===== src/rtl/vga_sched_pkg.sv =====
// Shared types and defaults for the vertical-blank update scheduler.
package vga_sched_pkg;

  typedef enum logic [1:0] {ACTIVE, ARB, GRANT, CLOSED} state_t;

  localparam int DEF_N_REQ     = 4;
  localparam int DEF_MAX_BURST = 64;
  localparam int DEF_FCNT_W    = 16;

  // OR-reduction of set-bit positions; exact for one-hot or all-zero input.
  function automatic logic [2:0] onehot_to_idx(input logic [7:0] onehot);
    logic [2:0] idx;
    idx = '0;
    for (int i = 0; i < 8; i++) begin
      if (onehot[i]) idx = idx | 3'(i);
    end
    return idx;
  endfunction

endpackage


===== src/rtl/vblank_update_scheduler_if.sv =====
// Request/grant and frame-status bundle between display writers and the vblank scheduler.
interface vblank_update_scheduler_if #(
  parameter int N_REQ  = vga_sched_pkg::DEF_N_REQ,
  parameter int FCNT_W = vga_sched_pkg::DEF_FCNT_W
);
  logic              vblnk;
  logic [N_REQ-1:0]  req;
  logic [N_REQ-1:0]  done;
  logic [N_REQ-1:0]  grant;
  logic              frame_start;
  logic [FCNT_W-1:0] frame_cnt;
  logic              revoked;
  logic [7:0]        missed_cnt;

  modport master (
    output vblnk, req, done,
    input  grant, frame_start, frame_cnt, revoked, missed_cnt
  );

  modport slave (
    input  vblnk, req, done,
    output grant, frame_start, frame_cnt, revoked, missed_cnt
  );
endinterface


===== src/rtl/rr_select.sv =====
// Rotate-priority picker: first set bit of eligible at or above ptr, wrapping.
module rr_select #(
  parameter int N_REQ = 4,
  parameter int IDX_W = 2
) (
  input  logic [N_REQ-1:0] eligible,
  input  logic [IDX_W-1:0] ptr,
  output logic             valid,
  output logic [IDX_W-1:0] idx
);

  // NOTE: every output gets a default before the loop so no latch is inferred.
  always_comb begin
    logic [IDX_W-1:0] cand;
    valid = 1'b0;
    idx   = '0;
    cand  = '0;
    // Walk from the farthest offset down so the nearest hit is written last.
    for (int off = N_REQ - 1; off >= 0; off--) begin
      cand = IDX_W'((int'(ptr) + off) % N_REQ);
      if (eligible[cand]) begin
        valid = 1'b1;
        idx   = cand;
      end
    end
  end

endmodule


===== src/rtl/vblank_update_scheduler.sv =====
// Round-robin grant of the vertical-blank window to display-state writers, plus frame pulse/counter.
// Optional missed-frame statistics are built when VBLANK_SCHED_STATS_EN is defined.
module vblank_update_scheduler
  import vga_sched_pkg::*;
#(
  parameter int N_REQ     = DEF_N_REQ,
  parameter int MAX_BURST = DEF_MAX_BURST,
  parameter int FCNT_W    = DEF_FCNT_W
) (
  input logic                      clk,
  input logic                      rst,
  vblank_update_scheduler_if.slave bus
);

  localparam int IDX_W = $clog2(N_REQ);
  localparam int BW    = $clog2(MAX_BURST + 1);

  state_t            state;
  logic              vblnk_d;
  logic [N_REQ-1:0]  served;
  logic [N_REQ-1:0]  grant_q;
  logic [N_REQ-1:0]  eligible;
  logic [IDX_W-1:0]  rr_ptr;
  logic [IDX_W-1:0]  g_idx;
  logic [IDX_W-1:0]  next_ptr;
  logic [IDX_W-1:0]  pick_idx;
  logic              pick_valid;
  logic [BW-1:0]     burst_cnt;
  logic [FCNT_W-1:0] frame_cnt_q;
  logic              frame_start_q;
  logic              revoked_q;
  logic              rise;
  logic              fall;
  logic              done_g;
  logic              budget_end;

  assign rise       = bus.vblnk & ~vblnk_d;
  assign fall       = ~bus.vblnk & vblnk_d;
  assign eligible   = bus.req & ~served;
  assign g_idx      = IDX_W'(onehot_to_idx(8'(grant_q)));
  assign next_ptr   = (g_idx == IDX_W'(N_REQ - 1)) ? '0 : g_idx + IDX_W'(1);
  assign done_g     = bus.done[g_idx];
  assign budget_end = (burst_cnt == BW'(MAX_BURST - 1));

  rr_select #(.N_REQ(N_REQ), .IDX_W(IDX_W)) u_rr_select (
    .eligible (eligible),
    .ptr      (rr_ptr),
    .valid    (pick_valid),
    .idx      (pick_idx)
  );

  // NOTE: all state here is updated with <= so every branch sees pre-edge values.
  always_ff @(posedge clk or negedge rst) begin
    if (!rst) begin
      state         <= ACTIVE;
      vblnk_d       <= 1'b0;
      served        <= '0;
      grant_q       <= '0;
      rr_ptr        <= '0;
      burst_cnt     <= '0;
      frame_cnt_q   <= '0;
      frame_start_q <= 1'b0;
      revoked_q     <= 1'b0;
    end else begin
      vblnk_d       <= bus.vblnk;
      frame_start_q <= rise;
      revoked_q     <= 1'b0;
      if (rise) frame_cnt_q <= frame_cnt_q + FCNT_W'(1);

      // A rise always opens a fresh frame, including a glitch outside ACTIVE.
      if (rise) begin
        served    <= '0;
        grant_q   <= '0;
        revoked_q <= (state == GRANT);
        state     <= ARB;
      end else begin
        case (state)
          ACTIVE: grant_q <= '0;
          ARB: begin
            if (!bus.vblnk) begin
              state <= ACTIVE;
            end else if (pick_valid) begin
              grant_q   <= N_REQ'(1) << pick_idx;
              burst_cnt <= '0;
              state     <= GRANT;
            end else begin
              state <= CLOSED;
            end
          end
          GRANT: begin
            burst_cnt <= burst_cnt + BW'(1);
            if (fall) begin
              grant_q <= '0;
              state   <= ACTIVE;
              if (done_g) begin
                served[g_idx] <= 1'b1;
                rr_ptr        <= next_ptr;
              end else begin
                revoked_q <= 1'b1;
              end
            end else if (done_g || budget_end) begin
              grant_q       <= '0;
              served[g_idx] <= 1'b1;
              rr_ptr        <= next_ptr;
              revoked_q     <= ~done_g;
              state         <= ARB;
            end
          end
          CLOSED: begin
            if (fall)           state <= ACTIVE;
            else if (|eligible) state <= ARB;
          end
          default: state <= ACTIVE;
        endcase
      end
    end
  end

  assign bus.grant       = grant_q;
  assign bus.frame_start = frame_start_q;
  assign bus.frame_cnt   = frame_cnt_q;
  assign bus.revoked     = revoked_q;

`ifdef VBLANK_SCHED_STATS_EN
  logic [7:0] missed_q;

  always_ff @(posedge clk or negedge rst) begin
    if (!rst) begin
      missed_q <= '0;
    end else if (fall && (|eligible) && (missed_q != 8'hFF)) begin
      missed_q <= missed_q + 8'd1;
    end
  end

  assign bus.missed_cnt = missed_q;
`else
  assign bus.missed_cnt = '0;
`endif

endmodule


===== src/flat_wrapper.sv =====
// flat-port wrapper written by rule: the top's interface ports become plain ports
module vblank_update_scheduler_flat import vga_sched_pkg::*;
#(
  parameter int N_REQ     = DEF_N_REQ,
  parameter int MAX_BURST = DEF_MAX_BURST,
  parameter int FCNT_W    = DEF_FCNT_W
)
  (clk, rst, bus_vblnk, bus_req, bus_done, bus_grant, bus_frame_start, bus_frame_cnt, bus_revoked, bus_missed_cnt);
  vblank_update_scheduler_if #(.N_REQ(N_REQ), .FCNT_W(FCNT_W)) bus_i ();
  input logic clk;
  input logic rst;
  input wire logic [$bits(bus_i.vblnk)-1:0] bus_vblnk;
  input wire logic [$bits(bus_i.req)-1:0] bus_req;
  input wire logic [$bits(bus_i.done)-1:0] bus_done;
  output wire logic [$bits(bus_i.grant)-1:0] bus_grant;
  output wire logic [$bits(bus_i.frame_start)-1:0] bus_frame_start;
  output wire logic [$bits(bus_i.frame_cnt)-1:0] bus_frame_cnt;
  output wire logic [$bits(bus_i.revoked)-1:0] bus_revoked;
  output wire logic [$bits(bus_i.missed_cnt)-1:0] bus_missed_cnt;
  assign bus_i.vblnk = bus_vblnk;
  assign bus_i.req = bus_req;
  assign bus_i.done = bus_done;
  assign bus_grant = bus_i.grant;
  assign bus_frame_start = bus_i.frame_start;
  assign bus_frame_cnt = bus_i.frame_cnt;
  assign bus_revoked = bus_i.revoked;
  assign bus_missed_cnt = bus_i.missed_cnt;
  vblank_update_scheduler #(.N_REQ(N_REQ), .MAX_BURST(MAX_BURST), .FCNT_W(FCNT_W)) u_core (.clk(clk), .rst(rst), .bus(bus_i));
endmodule

===== config.mk =====
export PLATFORM = sky130hd
export DESIGN_NAME = vblank_update_scheduler_flat
export DESIGN_NICKNAME = d
export VERILOG_FILES = /design/src/rtl/vga_sched_pkg.sv /design/src/rtl/vblank_update_scheduler_if.sv /design/src/rtl/rr_select.sv /design/src/rtl/vblank_update_scheduler.sv /design/src/flat_wrapper.sv
export SDC_FILE = /design/constraint.sdc
export NUM_CORES = 1
export LEC_CHECK = 0
export BUFFER_PORTS_ARGS = -buffer_cell sky130_fd_sc_hd__buf_2
export CELL_PAD_IN_SITES_DETAIL_PLACEMENT = 0
export CELL_PAD_IN_SITES_GLOBAL_PLACEMENT = 1
export CORE_MARGIN = 2
export CORE_UTILIZATION = 47
export CTS_BUF_LIST = sky130_fd_sc_hd__clkbuf_4
export DETAILED_ROUTE_END_ITERATION = 12
export GPL_TIMING_DRIVEN = 0
export PLACE_DENSITY = 0.9
export SLEW_MARGIN = 25
export SYNTH_ARGS = -nofsm -noshare
export SYNTH_HDL_FRONTEND = slang
export SYNTH_HIERARCHICAL = 1
export SYNTH_SLANG_ARGS = --single-unit
export TNS_END_PERCENT = 20

===== constraint.sdc =====
create_clock -name clk -period 3.55 [get_ports clk]
set_clock_uncertainty 0.05 [all_clocks]
set_input_delay 0.1775 -clock clk [delete_from_list [all_inputs] [get_ports clk]]
set_output_delay 0.1775 -clock clk [all_outputs]
set_load 0.05 [all_outputs]

======== After elaboration in Yosys (flattened, before gate mapping) ========
Cells that the tools add are included.
operators by class
  bitwise operators ....................... 9
  order comparisons ....................... 6
  add/subtract/negate cells ............... 6
  shift operators ......................... 1
  reduce and logical (&&, ||, !) cells .... 15
  eq/ne operators ......................... 13
  muxes and demuxes ....................... 54
operators with widths
  kind                                                                           count
  4-bit two-way mux                                                              10
  2-bit two-way mux                                                              16
  1-bit two-way mux                                                              17
  16-bit by 1-bit adder with 16-bit output (second input constant)               1
  2-bit by 3-bit less-than comparator with 1-bit output (second input constant)  5
  7-bit two-way mux                                                              2
  7-bit one-hot mux with 2 select lines                                          1
  4-bit one-hot mux with 3 select lines                                          1
  4-bit AND reduction                                                            3
  1-bit binary-select mux with 2-bit select                                      5
  4-bit nonzero test                                                             2
  7-bit by 1-bit adder with 7-bit output (second input constant)                 1
  7-bit by 6-bit == test with 1-bit output (second input constant)               1
  2-bit == test (second input constant)                                          3
  3-bit by 2-bit inequality test with 1-bit output (second input constant)       2
  2-bit one-hot mux with 3 select lines                                          1
  3-bit AND reduction                                                            2
  2-bit nonzero test                                                             3
  2-bit by 1-bit adder with 2-bit output (second input constant)                 2
  2-bit adder (second input constant)                                            2
  4-bit AND                                                                      1
  2-bit inequality test (second input constant)                                  2
  4-bit by 1-bit inequality test with 1-bit output (second input constant)       1
  4-bit by 2-bit inequality test with 1-bit output (second input constant)       1
  15 further kinds                                                               19
word-level totals
  logic and storage cells ................. 113
  output and inout bits ................... 30
  flip-flop bits (word level) ............. 38
  bits of input ports ..................... 11

======== Logic depth before layout (Yosys ltp) ========
  depth after elaboration ................. 13
  depth in mapped cells ................... 8
  gate-level depth less buffers ........... 8

======== Cells and area by module ========
The synthesis kept the hierarchy.
modules (own cells, without submodules)
  module                   cells each  seq. area each (um2)  area an instance (um2)  instances
  vblank_update_scheduler  190         950.9                 1985.7                  1
  rr_select                13          0.0                   77.6                    1

======== Worst setup path after synthesis ========
Ideal clock, no wire load.
  path kind ............................... register -> register
  start ................................... register u_core.grant_q[1] (netlist: u_core/bus.grant[1])
  end ..................................... register u_core.grant_q[1] (netlist: u_core/bus.grant[1])
  slack ................................... 1.499 ns
  stages on the path, launching flop included .. 6
  data required time ...................... 3.372 ns
  library setup time ...................... 0.128 ns
  clock period less this slack ............ 2.051 ns
  arrival time ............................ 1.873 ns
  buffers on the path ..................... 0
  cell sequence ........................... dfrtp_1 mux2_4 o22ai_4 nor2_2 o32ai_4 mux2_1
between the ends
  cells in the longest elaborated chain, start to end .. 8
ends and longest elaborated chain
  what                                                               RTL line                        source
  from (decl)                                                        vblank_update_scheduler.sv:21   logic [N_REQ-1:0] grant_q;
  from (signal assigned)                                             vblank_update_scheduler.sv:83   grant_q <= N_REQ'(1) << pick_idx;
  1-bit two-way mux                                                  vga_sched_pkg.sv:15             if (onehot[i]) idx = idx | 3'(i);
  2-bit two-way mux (2 in series)                                    vga_sched_pkg.sv:15
  1-bit binary-select mux with 2-bit select                          vblank_update_scheduler.sv:42   assign done_g = bus.done[g_idx];
  1-bit two-way mux (implied by the code)                            vblank_update_scheduler.sv:42
  1-bit logical OR                                                   vblank_update_scheduler.sv:101  end else if (done_g || budget_end) begin
  4-bit by 2-bit inequality test with 1-bit output (no source line)  --
  4-bit AND reduction (no source line)                               --
Every way passes these cells. The select of a mux whose other input is x is not followed.
A chain may end at the register's enable or synchronous reset.

======== Worst setup path in the final report ========
  start ................................... input bus_vblnk
  end ..................................... register u_core.grant_q[1] (netlist: u_core/bus.grant[1])
between the ends
  cells in the longest elaborated chain, start to end .. 5
  elaborated cells on any way between the ends .. 11
  classes of those cells .................. eq/ne (3); mux (3); bitwise (3); reduce/logical (2)
ends and longest elaborated chain
  what                                   RTL line                       source
  from (decl)                            flat_wrapper.sv:12             input wire logic [$bits(bus_i.vblnk)-1:0] bus_vblnk;
  1-bit NOT                              vblank_update_scheduler.sv:38  assign fall = ~bus.vblnk & vblnk_d;
  1-bit AND                              vblank_update_scheduler.sv:38
  4-bit two-way mux                      vblank_update_scheduler.sv:92  if (fall) begin
  4-bit one-hot mux with 3 select lines  vblank_update_scheduler.sv:77  case (state)
  4-bit two-way mux                      vblank_update_scheduler.sv:71  if (rise) begin
Parallel ways exist; a longest one is shown, timed or not.

==> out/summary.json <==
{
  "worst_hold_path.num_cells": 5,
  "critPathKind": "in -> reg",
  "fin_tns_setup_ps": 0,
  "postRouteWirelength_mm": 3.77,
  "detail-route-antenna-nets": 0,
  "critPathRequiredTime_ps": 3730,
  "layout-area-overhead-vs-synth_pct": 15.5,
  "clockRootBuffer": "sky130_fd_sc_hd__clkbuf_4",
  "numClockSinks": 38,
  "result_of_the_run": "finished, final reports clean",
  "grt_first_pass_wirelength_mm": 6.82,
  "finish.utilization": 0.555,
  "worst_path_fanout_max": 7,
  "p_leak_nw": 1.18,
  "nets": 270,
  "irDropWorstVdd_mv": 0.323,
  "relSlewSlack": 0.443,
  "overflow": 0,
  "syn_area_cell_um2": 10.2,
  "fp.dieH_um": 70.3,
  "kind_of_cell_adding_the_most_delay_to_the_critical_path": "buffers and inverters",
  "timing.max_cap.violations": 0,
  "ctsLongestPathBuffers": 2,
  "synth_cell_types": 42,
  "synth_area_um2": 2060,
  "power.sequential.fraction": 0.454,
  "hold_class": "in -> reg",
  "cp.arrival_ps": 2190,
  "placed_cell_area_um2": 2310,
  "finalWeightedCongestion": 0.802,
  "hold_viol_final": 0,
  "cp_slowest_stage_delay_ps": 520,
  "p_comb_frac": 0.385,
  "worst_setup_path_end_kind": "flip-flop",
  "routed_via_density": 5.03,
  "route.detailed.drc": 0,
  "post_synth_inst_count": 203,
  "crit-reg2reg-launch": "u_core/served[3]$_DFFE_PN0P_",
  "floorplan.die.width_um": 70.3,
  "hold-path-endpoint": "u_core/bus.revoked$_DFF_PN0_",
  "power_switching_w": 0.000565,
  "die_area_um2": 4940,
  "drive_gt1_frac": 0.227,
  "cts-hold-fix-buffers": 2,
  "portBuffers": 32,
  "hp-start": "bus_done[3]",
  "finalCritPeriodShare": 0.566,
  "worst-slew-pin-transition_ps": 835,
  "finish_stage_setup_viols": 0,
  "route.vias.total": 1523,
  "setup_slack_of_the_most_critical_reg_to_reg_path_ps": 1560,
  "grt_util_all_layers": 0.174,
  "power.density_nw_per_um2": 553,
  "post_dr_wirelength_cell_um": 12.4,
  "power.share.switching": 0.429,
  "design_area_um2": 2380,
  "antenna_found_initial": 0,
  "gates_resized_cts_repair": 0,
  "synth-seq-area-share": 0.461,
  "drv_slew": 0,
  "layout_min_cycle_time_ps": 2010,
  "number_of_synthesized_flops_with_an_enable_pin": 0,
  "htree_num_levels": 2,
  "clockPowerShare": 0.161,
  "post_layout_nonfiller_instances": 303,
  "dp_cells": 294,
  "grt_setup_unrepaired": "false",
  "synthArstFlopShare": 1.00,
  "layout.cells.most_common_list": "38 x sky130_fd_sc_hd__dfrtp_1, 32 x sky130_fd_sc_hd__buf_2, 23 x sky130_fd_sc_hd__nor2_1",
  "tritoncts.num_buffers": 5,
  "clk_latency_ps": 350,
  "floorplan.initialDensity": 0.480,
  "fmax_ghz": 0.498,
  "startpoint_type": "input pin",
  "grt_pass1_vias": 1551,
  "synth_flop_cell": "sky130_fd_sc_hd__dfrtp_1",
  "dr.pass1.iters": 4,
  "cts.reportedPaths.clkPinSlew_ps": 120,
  "r2r_end": "u_core/bus.grant[1]$_DFFE_PN0P_",
  "power_w": 0.00132,
  "critical_path.n_buffers_inverters": 3,
  "yosysWarningCount": 6,
  "coreArea_um2": 4290,
  "detail_route.iter0.violations": 41,
  "worst_r2r_path_depth": 6,
  "hpwlAfterDp_mm": 2.84,
  "synth-seq-cells": 38,
  "crit_path_top_delay_cell": "sky130_fd_sc_hd__dlygate4sd3_1",
  "internal_power_w": 0.000752,
  "final_common_cell": "sky130_fd_sc_hd__dfrtp_1",
  "post_cts.repair.setup_buffers": 0,
  "grt_start_max_net_pins": 39,
  "placement_rows": 24,
  "boundaryPins": 41,
  "antennaDiodeCount": 0,
  "tritoncts": "done",
  "cells_traversed_along_the_worst_timing_path": "dlygate4sd3_1, buf_2, inv_1, ha_1, o21ai_0, o32ai_4, mux2_1"
}
[worst register-to-register path, stage by stage, from the launching register on]
cell                      delay (ps)
sky130_fd_sc_hd__dfrtp_1         400
sky130_fd_sc_hd__nor2b_1         300
sky130_fd_sc_hd__nor2_1          110
sky130_fd_sc_hd__nand2_1         150
sky130_fd_sc_hd__nor3b_1         360
sky130_fd_sc_hd__o32ai_4         190
sky130_fd_sc_hd__mux2_1          340
[through the flow]
stage               hold slack (ps)  setup slack (ps)
CTS                             378              1560
finish                          377              1540
floorplan                      -168              1500
global placement                276              1610
detailed placement              290              1580
global route                    404              1370
[sequential cells by signal, summed over array words and instances (netlist names)]
name,cells
u_core/bus.frame_start,1
u_core/rr_ptr,2
u_core/served,4
u_core/burst_cnt,7
u_core/vblnk_d,1
u_core/bus.revoked,1
u_core/state,2
u_core/bus.frame_cnt,16
u_core/bus.grant,4
[power groups by stage]
| stage | registers [W] | logic, W | clock network (W) |
|---|---|---|---|
| 6_report | 0.000597 | 0.000507 | 0.000212 |
| 3_5_place_dp | 0.000606 | 0.000507 | 0 |
| 2_1_floorplan | 0.000727 | 0.000264 | 0 |
| 3_3_place_gp | 0.000603 | 0.000499 | 0 |
| 5_1_grt | 0.000615 | 0.000556 | 0.000239 |
| 4_1_cts | 0.000598 | 0.000511 | 0.000220 |
[how the worst max path moves through the flow]
stage | startpoint | cells past startpoint | slack [ps] | endpoint
final | bus_vblnk | 7 | 1540 | u_core/bus.grant[1]$_DFFE_PN0P_
after global routing | u_core/burst_cnt[0]$_DFFE_PN0P_ | 6 | 1370 | u_core/served[3]$_DFFE_PN0P_
after CTS | u_core/burst_cnt[0]$_DFFE_PN0P_ | 6 | 1560 | u_core/served[3]$_DFFE_PN0P_
after detailed placement | u_core/burst_cnt[0]$_DFFE_PN0P_ | 6 | 1580 | u_core/served[1]$_DFFE_PN0P_
after global placement | u_core/burst_cnt[0]$_DFFE_PN0P_ | 6 | 1610 | u_core/served[2]$_DFFE_PN0P_
after floorplan | u_core/bus.grant[1]$_DFFE_PN0P_ | 5 | 1500 | u_core/bus.grant[1]$_DFFE_PN0P_
[cell families (layout without fill, tap and decap cells)]
kind of cell               Yosys count  after routing  synth area share
AOI/OAI and AO/OA                   23             23            0.0952
adders and majority gates            8              8            0.0485
and+or+nand+nor                     84             84             0.208
buffers and inverters               20             61            0.0509
xor gates and xnor gates            20             20            0.0849
other                                1              8           0.00182
DFF                                 38             38             0.461
muxes                                9              9            0.0497
[cells in the mapped netlist (2+ instances only)]
cell / count / share of area
sky130_fd_sc_hd__or2_2: 2 / 0.0061
sky130_fd_sc_hd__xor2_1: 9 / 0.038
sky130_fd_sc_hd__a31oi_1: 4 / 0.012
sky130_fd_sc_hd__a21oi_1: 2 / 0.0049
sky130_fd_sc_hd__xnor2_1: 11 / 0.047
sky130_fd_sc_hd__mux2i_1: 2 / 0.0097
sky130_fd_sc_hd__nor3b_1: 4 / 0.015
sky130_fd_sc_hd__nand2b_1: 3 / 0.0091
sky130_fd_sc_hd__dfrtp_1: 38 / 0.46
sky130_fd_sc_hd__or2_1: 2 / 0.0061
sky130_fd_sc_hd__a211oi_2: 2 / 0.012
sky130_fd_sc_hd__and3_1: 2 / 0.0061
sky130_fd_sc_hd__nand4_1: 8 / 0.024
sky130_fd_sc_hd__inv_1: 9 / 0.016
sky130_fd_sc_hd__buf_4: 8 / 0.029
sky130_fd_sc_hd__nand3_1: 6 / 0.015
sky130_fd_sc_hd__ha_1: 8 / 0.049
sky130_fd_sc_hd__mux2_1: 5 / 0.027
sky130_fd_sc_hd__nor2_1: 23 / 0.042
sky130_fd_sc_hd__nor3_1: 3 / 0.0073
sky130_fd_sc_hd__nand2_1: 18 / 0.033
sky130_fd_sc_hd__a211oi_1: 2 / 0.0073
sky130_fd_sc_hd__o21ai_0: 6 / 0.015
sky130_fd_sc_hd__clkbuf_1: 3 / 0.0055
sky130_fd_sc_hd__nor2b_1: 6 / 0.018
[area by class of cell]
| class | count | area, um2 |
|---|---|---|
| clock inverter | 2 | 10.0 |
| sequential | 38 | 951 |
| clock buffer | 5 | 37.5 |
| multi-input combinational | 152 | 1030 |
| buffer | 11 | 71.3 |
| fill | 402 | 1910 |
| timing repair buffer | 34 | 180 |
| tap | 52 | 65.1 |
| inverter | 9 | 33.8 |
[per-layer routing]
metal / up-vias / wire [um] / GRT usage
met5: - / 0 / 0
met4: 0 / 45 / 0.0513
met3: 5 / 125 / 0.0534
met2: 18 / 1800 / 0.276
met1: 726 / 1800 / 0.229
li1: 774 / - / -
Note: power is estimated with default switching activity, not from simulation.
